**src/rtl/spi_axis_slave.sv**
```systemverilog
// ============================================================================
// Module      : spi_axis_slave
// Description : SPI mode-0 responder bridging an external SPI master to the
//               byte-wide AXIS fabric. SPI pins are oversampled in the clk
//               domain. MOSI bytes leave on the AXIS master port; bytes taken
//               from the AXIS slave port are shifted out on MISO.
// Ports       : clk, rst              - system clock, sync active-high reset
//               s_axis_*              - TX bytes for MISO (one-byte holding reg)
//               m_axis_*              - received MOSI bytes
//               spi_csn/clk/mosi      - asynchronous SPI pins
//               spi_miso, spi_miso_oe - MISO data and output enable
//               rx_overflow           - pulse: received byte dropped
//               tx_underrun           - pulse: IDLE_BYTE substituted
// Revision    : 1.0 - initial release
// ============================================================================
`default_nettype none

module spi_axis_slave #(
    parameter int         MSB_FIRST   = 0,
    parameter int         SYNC_STAGES = 2,
    parameter logic [7:0] IDLE_BYTE   = 8'h00
) (
    input  logic       clk,
    input  logic       rst,
    input  logic [7:0] s_axis_tdata,
    input  logic       s_axis_tvalid,
    output logic       s_axis_tready,
    output logic [7:0] m_axis_tdata,
    output logic       m_axis_tvalid,
    input  logic       m_axis_tready,
    input  logic       spi_csn,
    input  logic       spi_clk,
    input  logic       spi_mosi,
    output logic       spi_miso,
    output logic       spi_miso_oe,
    output logic       rx_overflow,
    output logic       tx_underrun
);

    localparam logic [2:0] c_SETTLE_CNT = 3'(SYNC_STAGES);

    typedef enum logic [0:0] {
        ST_IDLE  = 1'b0,
        ST_SHIFT = 1'b1
    } state_t;

    state_t r_state;
    state_t w_state_nxt;

    logic [SYNC_STAGES-1:0] r_csn_sync;
    logic [SYNC_STAGES-1:0] r_sclk_sync;
    logic [SYNC_STAGES-1:0] r_mosi_sync;
    logic                   r_csn_prev;
    logic                   r_sclk_prev;
    logic [2:0]             r_settle_cnt;
    logic                   r_armed;

    logic [7:0] r_rx_shift;
    logic [7:0] r_tx_shift;
    logic [2:0] r_bit_cnt;
    logic [7:0] r_hold_data;
    logic       r_hold_valid;
    logic       r_s_tready;
    logic [7:0] r_m_tdata;
    logic       r_m_tvalid;
    logic       r_miso_oe;
    logic       r_rx_overflow;
    logic       r_tx_underrun;

    logic       w_csn;
    logic       w_sclk;
    logic       w_mosi;
    logic       w_settled;
    logic       w_cs_start;
    logic       w_cs_end;
    logic       w_in_shift;
    logic       w_rise_act;
    logic       w_fall_act;
    logic       w_cs_end_act;
    logic       w_load;
    logic       w_fill;
    logic       w_hold_valid_nxt;
    logic       w_byte_done;
    logic [7:0] w_rx_next;
    logic [7:0] w_tx_shifted;

    assign w_csn  = r_csn_sync[SYNC_STAGES-1];
    assign w_sclk = r_sclk_sync[SYNC_STAGES-1];
    assign w_mosi = r_mosi_sync[SYNC_STAGES-1];

    // The CSN chain resets to "deselected"; until the pin value has reached
    // the chain output, a low CSN must not be mistaken for a fresh select.
    // r_armed additionally requires a genuine high CSN before any start, so a
    // frame already in progress across reset is ignored.
    assign w_settled  = (r_settle_cnt == c_SETTLE_CNT);
    assign w_cs_start = !w_csn && r_csn_prev && r_armed;
    assign w_cs_end   = w_csn && !r_csn_prev;

    assign w_in_shift   = (r_state == ST_SHIFT);
    assign w_rise_act   = w_in_shift && !w_csn && w_sclk && !r_sclk_prev;
    assign w_fall_act   = w_in_shift && !w_csn && !w_sclk && r_sclk_prev;
    assign w_cs_end_act = w_in_shift && w_cs_end;

    // Load at select, and at the first falling edge after a byte completes.
    assign w_load = w_cs_start || (w_fall_act && (r_bit_cnt == 3'd0));
    assign w_fill = s_axis_tvalid && r_s_tready;

    // A fill in the same cycle as a load wins: the load consumed the old content.
    assign w_hold_valid_nxt = w_fill ? 1'b1 : ((w_load && r_hold_valid) ? 1'b0 : r_hold_valid);

    assign w_byte_done = w_rise_act && (r_bit_cnt == 3'd7);

    assign w_rx_next    = (MSB_FIRST != 0) ? {r_rx_shift[6:0], w_mosi} : {w_mosi, r_rx_shift[7:1]};
    assign w_tx_shifted = (MSB_FIRST != 0) ? {r_tx_shift[6:0], 1'b0}   : {1'b0, r_tx_shift[7:1]};

    // ---------------- synchronizers and edge history ----------------
    always_ff @(posedge clk) begin
        if (rst) begin
            r_csn_sync   <= '1;
            r_sclk_sync  <= '0;
            r_mosi_sync  <= '0;
            r_csn_prev   <= 1'b1;
            r_sclk_prev  <= 1'b0;
            r_settle_cnt <= 3'd0;
            r_armed      <= 1'b0;
        end else begin
            r_csn_sync  <= {r_csn_sync[SYNC_STAGES-2:0], spi_csn};
            r_sclk_sync <= {r_sclk_sync[SYNC_STAGES-2:0], spi_clk};
            r_mosi_sync <= {r_mosi_sync[SYNC_STAGES-2:0], spi_mosi};
            r_csn_prev  <= w_csn;
            r_sclk_prev <= w_sclk;
            if (!w_settled) begin
                r_settle_cnt <= r_settle_cnt + 3'd1;
            end
            if (w_settled && w_csn) begin
                r_armed <= 1'b1;
            end
        end
    end

    // ---------------- frame state machine ----------------
    always_ff @(posedge clk) begin
        if (rst) begin
            r_state <= ST_IDLE;
        end else begin
            r_state <= w_state_nxt;
        end
    end

    always_comb begin
        w_state_nxt = r_state;
        case (r_state)
            ST_IDLE:  if (w_cs_start) w_state_nxt = ST_SHIFT;
            ST_SHIFT: if (w_cs_end)   w_state_nxt = ST_IDLE;
            default:  w_state_nxt = ST_IDLE;
        endcase
    end

    // ---------------- datapath ----------------
    always_ff @(posedge clk) begin
        if (rst) begin
            r_rx_shift    <= 8'h00;
            r_tx_shift    <= 8'h00;
            r_bit_cnt     <= 3'd0;
            r_hold_data   <= 8'h00;
            r_hold_valid  <= 1'b0;
            r_s_tready    <= 1'b0;
            r_m_tdata     <= 8'h00;
            r_m_tvalid    <= 1'b0;
            r_miso_oe     <= 1'b0;
            r_rx_overflow <= 1'b0;
            r_tx_underrun <= 1'b0;
        end else begin
            r_rx_overflow <= 1'b0;
            r_tx_underrun <= 1'b0;
            r_miso_oe     <= (w_state_nxt == ST_SHIFT);

            // Receive side: a deselect mid-byte throws the partial byte away.
            if (w_cs_end_act) begin
                r_bit_cnt  <= 3'd0;
                r_rx_shift <= 8'h00;
            end else if (w_rise_act) begin
                r_bit_cnt  <= r_bit_cnt + 3'd1;
                r_rx_shift <= w_rx_next;
            end

            // Transmit shifter; the holding register survives a deselect.
            if (w_cs_end_act) begin
                r_tx_shift <= 8'h00;
            end else if (w_load) begin
                if (r_hold_valid) begin
                    r_tx_shift <= r_hold_data;
                end else begin
                    r_tx_shift    <= IDLE_BYTE;
                    r_tx_underrun <= 1'b1;
                end
            end else if (w_fall_act) begin
                r_tx_shift <= w_tx_shifted;
            end

            if (w_fill) begin
                r_hold_data <= s_axis_tdata;
            end
            r_hold_valid <= w_hold_valid_nxt;
            // Derived from the next hold state so a full register never
            // advertises room for a second byte.
            r_s_tready   <= !w_hold_valid_nxt;

            if (w_byte_done && (!r_m_tvalid || m_axis_tready)) begin
                r_m_tdata  <= w_rx_next;
                r_m_tvalid <= 1'b1;
            end else if (w_byte_done) begin
                r_rx_overflow <= 1'b1;
            end else if (r_m_tvalid && m_axis_tready) begin
                r_m_tvalid <= 1'b0;
            end
        end
    end

    assign s_axis_tready = r_s_tready;
    assign m_axis_tdata  = r_m_tdata;
    assign m_axis_tvalid = r_m_tvalid;
    assign spi_miso      = (MSB_FIRST != 0) ? r_tx_shift[7] : r_tx_shift[0];
    assign spi_miso_oe   = r_miso_oe;
    assign rx_overflow   = r_rx_overflow;
    assign tx_underrun   = r_tx_underrun;

endmodule

`default_nettype wire

```
**config.mk**
```make
export PLATFORM = sky130hd
export DESIGN_NAME = spi_axis_slave
export DESIGN_NICKNAME = d
export VERILOG_FILES = /design/src/rtl/spi_axis_slave.sv
export SDC_FILE = /design/constraint.sdc
export NUM_CORES = 1
export LEC_CHECK = 0
export CORE_UTILIZATION = 35
export DETAILED_ROUTE_END_ITERATION = 8
export PLACE_DENSITY = 0.53
export SETUP_SLACK_MARGIN = 0.15
export SYNTH_ARGS = -nofsm -noshare
export SYNTH_HDL_FRONTEND = slang
export SYNTH_SLANG_ARGS = --single-unit
```
**constraint.sdc**
```tcl
create_clock -name clk -period 1.7 [get_ports clk]
set_clock_uncertainty 0.1 [all_clocks]
set_input_delay 0.51 -clock clk [delete_from_list [all_inputs] [get_ports clk]]
set_output_delay 0.51 -clock clk [all_outputs]
set_load 0.02 [all_outputs]
```
==> key figures, run 1 <==
Power
  • Leak: 0.000955 µW
  • Peak VDD IR: 0.562 mV
  • Power Density: 1010 nW/µm²

Run status
  • Status: complete, no violations

Worst setup path
  • Setup crit end kind: output port
  • CP Launch Type: flip-flop
  • Buf/Inv on CP: 1
  • Slowest stage delay, CP: 320 ps
  • Crit-path slowest cell: dfxtp_1
  • Critical path data required time: 1090 ps
  • Worst Setup Path Type: reg -> out
  • Critical path's top delay family: flip-flops
  • Max FO, Critical Path: 1
  • Cell breakdown of the critical path: clkdlybuf4s15_2
  • Crit path DAT: 880 ps

Layout
  • Final nets: 274
  • Most common cell after layout, fill and taps aside: nand2_1
  • Final Util: 45.0%
  • Filler Cells Inserted: 570
  • Most frequent cells in the layout: 56 x nand2_1, 49 x dfxtp_1, 31 x a21oi_1
  • Layout overhead on the synthesized area: 24.2%
  • Antenna cells: 0
  • Share of post-route cells with drive strength above 1: 21.6%

Timing
  • Hold Fails Final Rpt: 0
  • Setup WS post-layout: 212 ps
  • Post-route clock period utilization: 87.5%
  • Fmax: 0.672 GHz
  • RSZ-0062 raised after global routing: true
  • Slew at the pin closest to its max-slew limit: 443 ps
  • Relative slew slack: 70.5%
  • Final Max Slew Viols: 0
  • Final setup fails: 0
  • Sum Neg Setup Slack: 0 ps
  • Final Critical Period: 1490 ps

Placed design
  • PortBufs: 28
  • DP Worst Slack: -151 ps
  • GPL Wtd Cong: 0.708
  • Hpwl dp: 2.56 mm

Logic synthesis
  • EDFF count, synth: 0
  • Synth cell types: 33
  • Synth Warn #: 0
  • Ys flop type: dfxtp_1
  • Register area share after synthesis: 52.2%
  • Synthesis-stage register bit count: 52
  • Avg Synthesized Cell Area: about 9.0 µm²
  • Syn Nets: 241
  • Cells after Synth: 221
  • Async S/R FF share, synth: 0%
  • Cell area after synthesis: 1990 µm²

Floorplanning
  • Total Die Area: 6000 µm²
  • Initial core utilization: 36.2%
  • Number of core rows: 27
  • Die W: 77.5 µm
  • I/O pin total: 29
  • Total core area: around 5500 µm²
  • Die height: 77.5 µm

Global routing
  • First-pass GRT wire length: ~6.6 mm
  • Grt total ovfl: 0
  • Antenna violations before repair: 0
  • Vias in the first global route: 1437
  • Maximum number of pins on one net before global-route repair: 20
  • Gr usage total: 14.0%

Clocking
  • Hold Buf Count CTS: 0
  • CTS tree: built
  • TritonCTS Sinks: 52
  • Clk Latency, worst-skew pair: 300 ps
  • CTS buffer count: 5
  • Root Driver: clkbuf_8
  • Clock buffer depth: 2
  • H-Tree Depth: 2
  • Clk pin slew, worst setup/hold paths: 90 ps

Detailed routing
  • Via density: around 4.7
  • Via Count: 1531
  • Avg WL per Cell: 11.6 µm
  • Drt total wl: 3.81 mm
  • Initial DRC count: 76
  • Remaining antenna violation count: 0
  • Remaining DRCs: 0
  • Drt first pass iters: 4

Flow run
  • Max-Cap Viols: 0

Worst hold path
  • HP Class: reg -> reg
==> registers in the layout, indices dropped and copies added, names as in the netlist, 2 cells and up <==
register / cells
r_settle_cnt: 3
m_axis_tdata: 8
r_mosi_sync: 2
r_hold_data: 8
r_csn_sync: 2
r_rx_shift: 7
r_bit_cnt: 3
r_tx_shift: 8
r_sclk_sync: 2
==> kinds of logic after synthesis <==
logic type,after synthesis,share of synthesized area (%)
AOI/OAI and AO/OA,46,16.6
adders and majority gates,5,3.14
and+or+nand+nor,100,23.4
xor gates and xnor gates,2,0.879
DFF,52,52.2
buffers and inverters,16,3.77
==> metrics by stage <==
| stage | instances | hold slack (ps) | instance area, µm² | power [µW] |
|---|---|---|---|---|
| detailed placement | 318 | 298 | 2360 | 1630 |
| CTS | 326 | 320 | 2510 | 2550 |
| global placement | 318 | 291 | 2360 | 1630 |
| global route | 327 | 326 | 2480 | 2660 |
| floorplan | 221 | 289 | 1990 | 1540 |
| finish | 327 | 315 | 2480 | 2510 |
==> area by class of cell <==
class                   count  area, µm²  share of cell area, %
inverters                   6       22.5                  0.910
clock inverters             1       30.0                   1.21
clock buffers               7       96.3                   3.89
well taps                  72       90.1                   3.64
multi-input cells         153        916                   37.0
repair buffers             36        277                   11.2
flip-flops and latches     52       1040                   42.2
==> where the power goes <==
| part | switching (µW) | internal (µW) |
|---|---|---|
| logic | 130 | 129 |
| registers | 53.8 | 1280 |
| clock network | 392 | 520 |
| total | 576 | 1930 |
==> per-layer routing <==
metal	share of wire (%)	GRT usage, %	wire length (µm)
met1	52	18.2	1990
met2	43	21.2	1640
met3	3.2	4.71	121
met4	1.4	5.66	55
met5	0	0	0
==> cell usage after synthesis, types with 2 or more instances <==
cell type / number / area, µm²
a21o_1: 2 / 15.0
a21oi_1: 31 / 155
a221oi_2: 7 / 105
buf_2: 3 / 15.0
clkbuf_1: 4 / 15.0
dfxtp_1: 52 / 1040
ha_1: 5 / 62.6
inv_1: 6 / 22.5
nand2_1: 56 / 210
nand3_1: 2 / 10.0
nor2_1: 14 / 52.6
nor2b_1: 6 / 37.5
nor3_1: 10 / 50.1
or2_2: 3 / 18.8
xnor2_1: 2 / 17.5
==> worst paths after layout <==
kind                                    start             to  slack, ps  cells past startpoint
worst max register to register   r_bit_cnt[0]  r_tx_shift[6]        220                      6
worst min-delay path            r_csn_sync[0]  r_csn_sync[1]        310                      1
worst max-delay path              rx_overflow    rx_overflow        210                      1
worst min register to register  r_csn_sync[0]  r_csn_sync[1]        310                      1
==> repair_timing <==
item,4_1_cts,5_1_grt
setup buffers,0,1
endpoints found under the setup margin,22,29
pin swaps,0,4
gates resized for setup,44,22
(Power assumes the default switching activity.)
==> run 2: changes to the inputs <==
--- a/config.mk
+++ b/config.mk
@@ -7,7 +7,8 @@
 export LEC_CHECK = 0
 export CORE_UTILIZATION = 35
 export DETAILED_ROUTE_END_ITERATION = 8
-export PLACE_DENSITY = 0.53
+export DONT_BUFFER_PORTS = 1
+export PLACE_DENSITY = 0.47
 export SETUP_SLACK_MARGIN = 0.15
 export SYNTH_ARGS = -nofsm -noshare
 export SYNTH_HDL_FRONTEND = slang
==> run 2 against run 1 <==
- core utilization decreased by 5.2 points
- clock power decreased by 22%
- global-route usage decreased by 0.47 points
- flip-flop and latch count unchanged
- fmax increased by 0.25%
- register-to-register slack about the same
- critical endpoint is now r_tx_shift[4]
- sequential share of layout area increased by 5.5 points
==> key figures, run 2 (synthesis results as in run 1) <==
Global routing
  • Grt total ovfl: 0 (unchanged)
  • Gr usage total: 13.5% (-0.47 points)
  • First-pass GRT wire length: 6.33 mm (-4.0%)
  • Vias in the first global route: 1321 (-8.1%)
  • Antenna violations before repair: 0 (unchanged)
  • Maximum number of pins on one net before global-route repair: 35 (+75%)

Layout
  • Final nets: 243 (-11%)
  • Antenna cells: 0 (unchanged)
  • Share of post-route cells with drive strength above 1: 15.6% (-5.9 points)
  • Most common cell after layout, fill and taps aside: nand2_1
  • Layout overhead on the synthesized area: 9.73%
  • Most frequent cells in the layout: 56 x nand2_1, 50 x dfxtp_1, 31 x a21oi_1
  • Final Util: 39.7% (-5.2 points)

Detailed routing
  • Initial DRC count: 87 (+14%)
  • Drt first pass iters: 4 (unchanged)
  • Remaining antenna violation count: 0 (unchanged)
  • Avg WL per Cell: 12.6 µm (+8.2%)
  • Via Count: 1409 (-8.0%)
  • Drt total wl: 3.73 mm (-2.1%)
  • Via density: 4.76 (+1.7%)
  • Remaining DRCs: 0 (unchanged)

Power
  • Part of the power in registers: 59.4% (+6.1 points)
  • Pint: 1710 µW (-11%)
  • Power Density: 1030 nW/µm² (+1.9%)
  • Comb power frac: 8.9% (-1.5 points)
  • Switching power: 547 µW (-5.0%)
  • Leak: 0.000790 µW (-17%)
  • Peak VDD IR: 0.599 mV (+6.7%)
  • Sw Ratio: 24.2% (+1.3 points)
  • Clock power share: 31.7% (-4.6 points)

Clocking
  • TritonCTS Sinks: 52 (unchanged)
  • CTS buffer count: 5 (unchanged)
  • CTS tree: built
  • Postcts setup bufs: 0 (unchanged)
  • Clk pin slew, worst setup/hold paths: 90 ps (about the same)
  • Root Driver: clkbuf_8
  • H-Tree Depth: 2 (unchanged)
  • Clk Latency, worst-skew pair: 290 ps (about the same)
  • Clock buffer depth: 2 (unchanged)
  • Hold Buf Count CTS: 0 (unchanged)

Timing
  • Final Max Slew Viols: 0 (unchanged)
  • Fmax: 0.674 GHz (+0.25%)
  • Slew at the pin closest to its max-slew limit: 427 ps (-16.1 ps)
  • Final Critical Period: 1480 ps (-3.69 ps)
  • Final setup fails: 0 (unchanged)
  • Relative slew slack: 71.6% (+1.1 points)
  • Post-route clock period utilization: 87.3% (-0.22 points)
  • Sum Neg Setup Slack: 0 ps (unchanged)
  • RSZ-0062 raised after global routing: true
  • Hold Fails Final Rpt: 0 (unchanged)

Run status
  • Status: complete, no violations

Floorplanning
  • Total core area: 5510 µm² (unchanged)
  • Number of core rows: 27 (unchanged)
  • I/O pin total: 29 (unchanged)
  • Die W: 77.5 µm (unchanged)
  • Die height: 77.5 µm (unchanged)
  • Initial core utilization: 36.2% (unchanged)
  • Total Die Area: 6000 µm² (unchanged)

Worst setup path
  • Setup crit end kind: flip-flop
  • Max FO, Critical Path: 8 (+7)
  • CP Launch Type: flip-flop
  • Crit path DAT: 1560 ps (+680 ps)
  • Critical path data required time: 1770 ps (+680 ps)
  • Worst Setup Path Type: reg -> reg

Worst hold path
  • HP Class: in -> reg

Placed design
  • PortBufs: 0 (-100%)
  • Hpwl dp: 2.46 mm (-3.9%)
  • GPL Wtd Cong: 0.669 (-5.5%)

Flow run
  • Max-Cap Viols: 0 (unchanged)
==> run 2: cell types whose count changed in the layout (fill, tap and decap cells not counted), moves of 2 or more <==
cell	delta
clkdlybuf4s50_1	-14
buf_2	-12
buf_4	-3
clkbuf_1	+2
==> run 2: power by group through the flow <==
| stage | combinational, µW | clock [µW] | sequential (µW) |
|---|---|---|---|
| 2_1_floorplan | 183 | 0 | 1360 |
| 3_3_place_gp | 201 | 0 | 1370 |
| 3_5_place_dp | 202 | 0 | 1370 |
| 4_1_cts | 204 | 748 | 1340 |
| 5_1_grt | 234 | 796 | 1350 |
| 6_report | 201 | 715 | 1340 |
==> run 2: repair_timing <==
action                                  in CTS  in global routing
gates resized for setup                      2                  8
endpoints found under the setup margin       7                 16
pin swaps                                    0                  6
==> run 2: layer usage <==
| metal | wire length [µm] | track usage, % | vias to the layer above |
|---|---|---|---|
| li1 | - | - | 742 |
| met1 | 1970 | 18.5 | 643 |
| met2 | 1580 | 20.2 | 22 |
| met3 | 158 | 4.12 | 2 |
| met4 | 24 | 4.53 | 0 |
| met5 | 0 | 0 | - |
==> run 2: final cells by class <==
cell class	count	area (µm²)
inverter	6	22.5
timing repair buffer	5	37.5
multi-input combinational	153	903
sequential	52	1040
tap	72	90.1
fill	593	3320
clock buffer	8	90.1
==> run 2: final timing paths <==
kind / to / startpoint / depth (start not counted) / slack (ps)
worst min register to register: r_csn_sync[1] / r_csn_sync[0] / 1 / 320
worst max register to register: r_tx_shift[4] / r_bit_cnt[1] / 6 / 220
worst max-delay path: r_tx_shift[4] / r_bit_cnt[1] / 6 / 220
worst min-delay path: r_mosi_sync[0] / rst / 1 / 170
==> run 2: worst max-delay path, cell delays in order (launching register included) <==
cell and delay [ps]:
dfxtp_2 360, inv_2 50, ha_4 140, nor2b_4 130
o21a_4 270, a221oi_2 250, nor3_1 60
==> run 2: metrics by stage <==
stage               total power, µW  setup WS [ps]  cell area [µm²]  hold WS (ps)  cells
floorplan                      1540            242             1990           289    221
global route                   2380            133             2190           145    296
finish                         2260            216             2190           170    296
detailed placement             1570            119             2070           301    288
global placement               1570            154             2070           305    288
CTS                            2290            161             2160           158    296
